--- config.mk ---
export PLATFORM = sky130hd
export DESIGN_NAME = adder_tree_sequencer
export DESIGN_NICKNAME = d
export VERILOG_FILES = /design/src/rtl/adder_tree_sequencer.sv
export SDC_FILE = /design/constraint.sdc
export NUM_CORES = 1
export LEC_CHECK = 0
export ABC_AREA = 1
export CAP_MARGIN = 20
export CORE_MARGIN = 1
export CORE_UTILIZATION = 45
export CTS_BUF_LIST = sky130_fd_sc_hd__clkbuf_2
export DETAILED_ROUTE_END_ITERATION = 16
export GPL_ROUTABILITY_DRIVEN = 0
export PLACE_DENSITY = 0.77
export SLEW_MARGIN = 20
export SYNTH_ARGS = -nofsm -noshare
export SYNTH_HDL_FRONTEND = slang
export SYNTH_SLANG_ARGS = --single-unit
--- constraint.sdc ---
create_clock -name clk -period 3.2 [get_ports clk]
set_clock_uncertainty 0.1 [all_clocks]
set_input_delay 0.64 -clock clk [delete_from_list [all_inputs] [get_ports clk]]
set_output_delay 0.64 -clock clk [all_outputs]
set_load 0.02 [all_outputs]
--- src/rtl/adder_tree_sequencer.sv ---
// adder_tree_sequencer
// Initiator-side driver for a pipelined adder tree. Serial signed addends
// are packed LENGTH at a time into one addend vector. Each full vector is
// issued to the tree. A tag shift register tracks the vector through the
// tree's pipeline, and the finished sum is returned on a valid/ready output
// that supports back-pressure.
//
// Handshake rule for both streams: a transfer happens on a rising clk edge
// when valid and ready are both 1 in the cycle before that edge. Once valid
// is raised, the source holds valid and data stable until the transfer.
// ready may depend combinationally on internal state only, never on valid.
//
// LENGTH must be at least 2, so the tree latency is at least one advance.
module adder_tree_sequencer #(
    parameter int DATA_WIDTH = 5,
    parameter int LENGTH     = 9,
    parameter int OUT_WIDTH  = DATA_WIDTH + $clog2(LENGTH)
) (
    input  logic                         clk,
    input  logic                         reset,
    input  logic                         in_valid,
    output logic                         in_ready,
    input  logic signed [DATA_WIDTH-1:0] in_data,
    output logic                         tree_reset,
    output logic                         tree_advance,
    output logic signed [DATA_WIDTH-1:0] tree_addends [LENGTH],
    input  logic signed [OUT_WIDTH-1:0]  tree_sum,
    output logic                         out_valid,
    input  logic                         out_ready,
    output logic signed [OUT_WIDTH-1:0]  out_sum
);

    localparam int LATENCY = $clog2(LENGTH);
    localparam int CW      = $clog2(LENGTH + 1);
    localparam logic [CW-1:0] FULL = CW'(LENGTH);

    // Fill position of the vector being assembled (0..LENGTH)
    logic [CW-1:0]      count;
    // One bit per tree stage; the top bit marks a real sum on tree_sum
    logic [LATENCY-1:0] tag;

    logic tag_tail;
    logic capture;
    logic issue;
    logic accept;
    logic pop;

    // Control decode: the tree only stalls when a finished sum has nowhere to go
    always_comb begin
        tag_tail     = tag[LATENCY-1];
        tree_reset   = !reset;
        capture      = reset && tag_tail && (!out_valid || out_ready);
        tree_advance = reset && (!tag_tail || capture);
        in_ready     = (count < FULL);
        accept       = in_valid && in_ready;
        issue        = (count == FULL) && tree_advance;
        pop          = out_valid && out_ready;
    end

    // Fill counter: counts accepted addends, clears when the vector is issued
    always_ff @(posedge clk) begin
        if (!reset) begin
            count <= '0;
        end else if (issue) begin
            count <= '0;
        end else if (accept) begin
            count <= count + CW'(1);
        end
    end

    // Addend vector: element i holds the i-th accepted addend of the group
    always_ff @(posedge clk) begin
        if (!reset) begin
            for (int i = 0; i < LENGTH; i++) begin
                tree_addends[i] <= '0;
            end
        end else if (accept) begin
            for (int i = 0; i < LENGTH; i++) begin
                if (count == CW'(i)) begin
                    tree_addends[i] <= in_data;
                end
            end
        end
    end

    // Tag shift register: moves in lock-step with the tree's advance.
    // Partial vectors still enter the tree, but with a 0 tag, so their sums are ignored.
    always_ff @(posedge clk) begin
        if (!reset) begin
            tag <= '0;
        end else if (tree_advance) begin
            tag[0] <= issue;
            for (int k = 1; k < LATENCY; k++) begin
                tag[k] <= tag[k-1];
            end
        end
    end

    // Output holding register: a capture wins over a pop, so a sum is never dropped
    always_ff @(posedge clk) begin
        if (!reset) begin
            out_valid <= 1'b0;
            out_sum   <= '0;
        end else if (capture) begin
            out_valid <= 1'b1;
            out_sum   <= tree_sum;
        end else if (pop) begin
            out_valid <= 1'b0;
        end
    end

endmodule

==> flow_summary_export.csv <==
group,metric,value,unit
clock_network,cts_sinks,63,
finish,areaGrowthSynthToFinish,34.0,%
drt,wl_per_cell,12.2,µm
clock_network,cts_tree,"yes",
floorplanning,start_util,0.470,
worst_setup_path,path_class,"reg2out",
logic_synthesis,ys_ff_latch,63,
clock_network,cts_setup_buffers,0,
finish,drive_gt1_frac,0.0873,
clock_network,cts_root_buf,"clkbuf_2",
finish,diodes,0,
logic_synthesis,syn-cell-area,0.00260,mm²
global_routing,grtUsageTotal,0.211,
hold_path,hold_class,"reg2reg",
floorplanning,pin_count,76,
drt,drt_iter0_markers,132,
worst_setup_path,arrival,2.19,ns
drt,drc,0,
sta,period_minus_slack,2.93,ns
clock_network,path_clk_slew,0.15,ns
floorplanning,core,0.00554,mm²
sta,hold_viol,0,
global_routing,grt_pass1_wl,9.93,mm
sta,period_share,0.914,
pwr,p_leak,0.00160,µW
finish,nets,443,
drt,ant_nets,0,
floorplanning,die_h,78.1,µm
clock_network,ctsResizeCount,0,
global_routing,first_global_vias,2083,
clock_network,cts_hold_buf,0,
sta,tns,0,ns
worst_setup_path,endpoint_kind,"output pin",
status,status,"finished, final reports clean",
sta,fmax,342,MHz
clock_network,worstSkewPairLatency,0.45,ns
pwr,powerDensity,404,mW/mm²
pwr,irDropWorstVdd,0.264,mV
sta,tightest_slew,0.488,ns
clock_network,ctsHtreeMaxLevel,3,
clock_network,cts_made_buffers,9,
logic_synthesis,ys_seq_area_frac,0.485,
sta,hold-worst-slack,0.372,ns
global_routing,antenna_found_initial,0,
drt,wl,6.05,mm
logic_synthesis,avgSynthCellArea,7.59,µm²
flow_run,drv_cap,0,
floorplanning,fp-row-count,27,
global_routing,grt_max_degree,48,
drt,dr_total_vias,2359,
sta,slew_viol_final,0,
sta,setup-violations-final,0,
place,numPortBuffers,75,
floorplanning,die_w,78.1,µm
logic_synthesis,synth_top_area_frac,0.485,
clock_network,cts_buffer_depth,2,
logic_synthesis,syn_nets,365,
place,place_hpwl,4.30,mm
floorplanning,dieArea,0.00609,mm²
sta,slew_headroom,0.674,
drt,drt_pass1_iterations,5,
finish,final_cell_mix,"76 x nand2_1, 76 x nor2_1, 75 x clkdlybuf4s50_1",
worst_setup_path,cp_data_required_time,2.46,ns
global_routing,overflow,0,
logic_synthesis,yosysUniqueCellTypes,27,
logic_synthesis,synthTopCellsByArea,"dfxtp_1 48%, nand2_1 11%, nor2_1 11%, inv_1 5.0%, a21oi_1 4.4%",
worst_setup_path,start_kind,"register",
logic_synthesis,synth_area_leader_cell,"dfxtp_1",
sta,rsz0062_at_grt,"false",
logic_synthesis,yosys_warnings,0,
worst_setup_path,cp_max_fo,11,
logic_synthesis,netlist_instances,343,
drt,viasPerCell,4.76,
==> state kept, by name, indices dropped and copies added (netlist names) <==
signal and count:
count 4, tag 4, out_sum 9, tree_addends 45, out_valid 1
==> area by class of cell <==
| type | count | area (µm²) |
|---|---|---|
| tap | 72 | 90.1 |
| clock inverter | 2 | 33.8 |
| fill | 513 | 2050 |
| inverter | 39 | 154 |
| timing repair buffer | 78 | 773 |
| multi-input combinational | 230 | 1120 |
| sequential | 63 | 1260 |
| clock buffer | 12 | 60.1 |
==> path summary, 6_finish.rpt <==
| check | cells past startpoint | endpoint | startpoint | slack [ns] |
|---|---|---|---|---|
| max | 5 | in_ready | count[0] | 0.27 |
| min | 2 | out_sum[7] | out_sum[7] | 0.37 |
| max reg2reg | 9 | count[2] | count[0] | 1.50 |
| min reg2reg | 2 | out_sum[7] | out_sum[7] | 0.37 |
==> power breakdown <==
group	internal [µW]	switching, µW
sequential	801	10.4
combinational	68.0	91.9
clock	181	257
total	1050	359
==> layer usage <==
metal / vias to the layer above / track usage / share of wire
met5: - / 0 / 0
met4: 0 / 0.0944 / 0.0093
met3: 6 / 0.0500 / 0.057
met1: 1055 / 0.280 / 0.47
met2: 72 / 0.326 / 0.46
li1: 1226 / - / -
==> kinds of logic after synthesis <==
group | after synthesis | share of synthesized area
AOI/OAI and AO/OA | 40 | 0.0774
adders and majority gates | 4 | 0.0192
buffers and inverters | 50 | 0.0865
DFF | 63 | 0.485
and+or+nand+nor | 186 | 0.332
==> per-stage QoR <==
stage                     instances  setup WS (ns)  power, µW   util  instance area, µm²
final                           496          0.275       1410  0.630                3490
after global routing            496          0.140       1480  0.630                3490
after CTS                       496          0.217       1430  0.630                3490
after detailed placement        482          0.472        988  0.613                3390
after global placement          482          0.470        984  0.613                3390
after floorplan                 343           1.31        916      -                2600
==> synth_stat cells (all sizes together) <==
cell type,instances
a21oi,23
dfxtp,63
a31oi,1
nand2,81
buf,8
clkinv,1
nand4,11
inv,38
nand3,14
o21ai,16
nor2,80
clkbuf,3
ha,4
==> critical path, stage by stage (launching register included) <==
cell             delay (ns)
dfxtp_1                0.39
inv_1                  0.14
ha_1                   0.28
nand2_4                0.07
nand2_2                0.21
clkdlybuf4s50_1        0.66
Power figures use the tool's default switching activity.
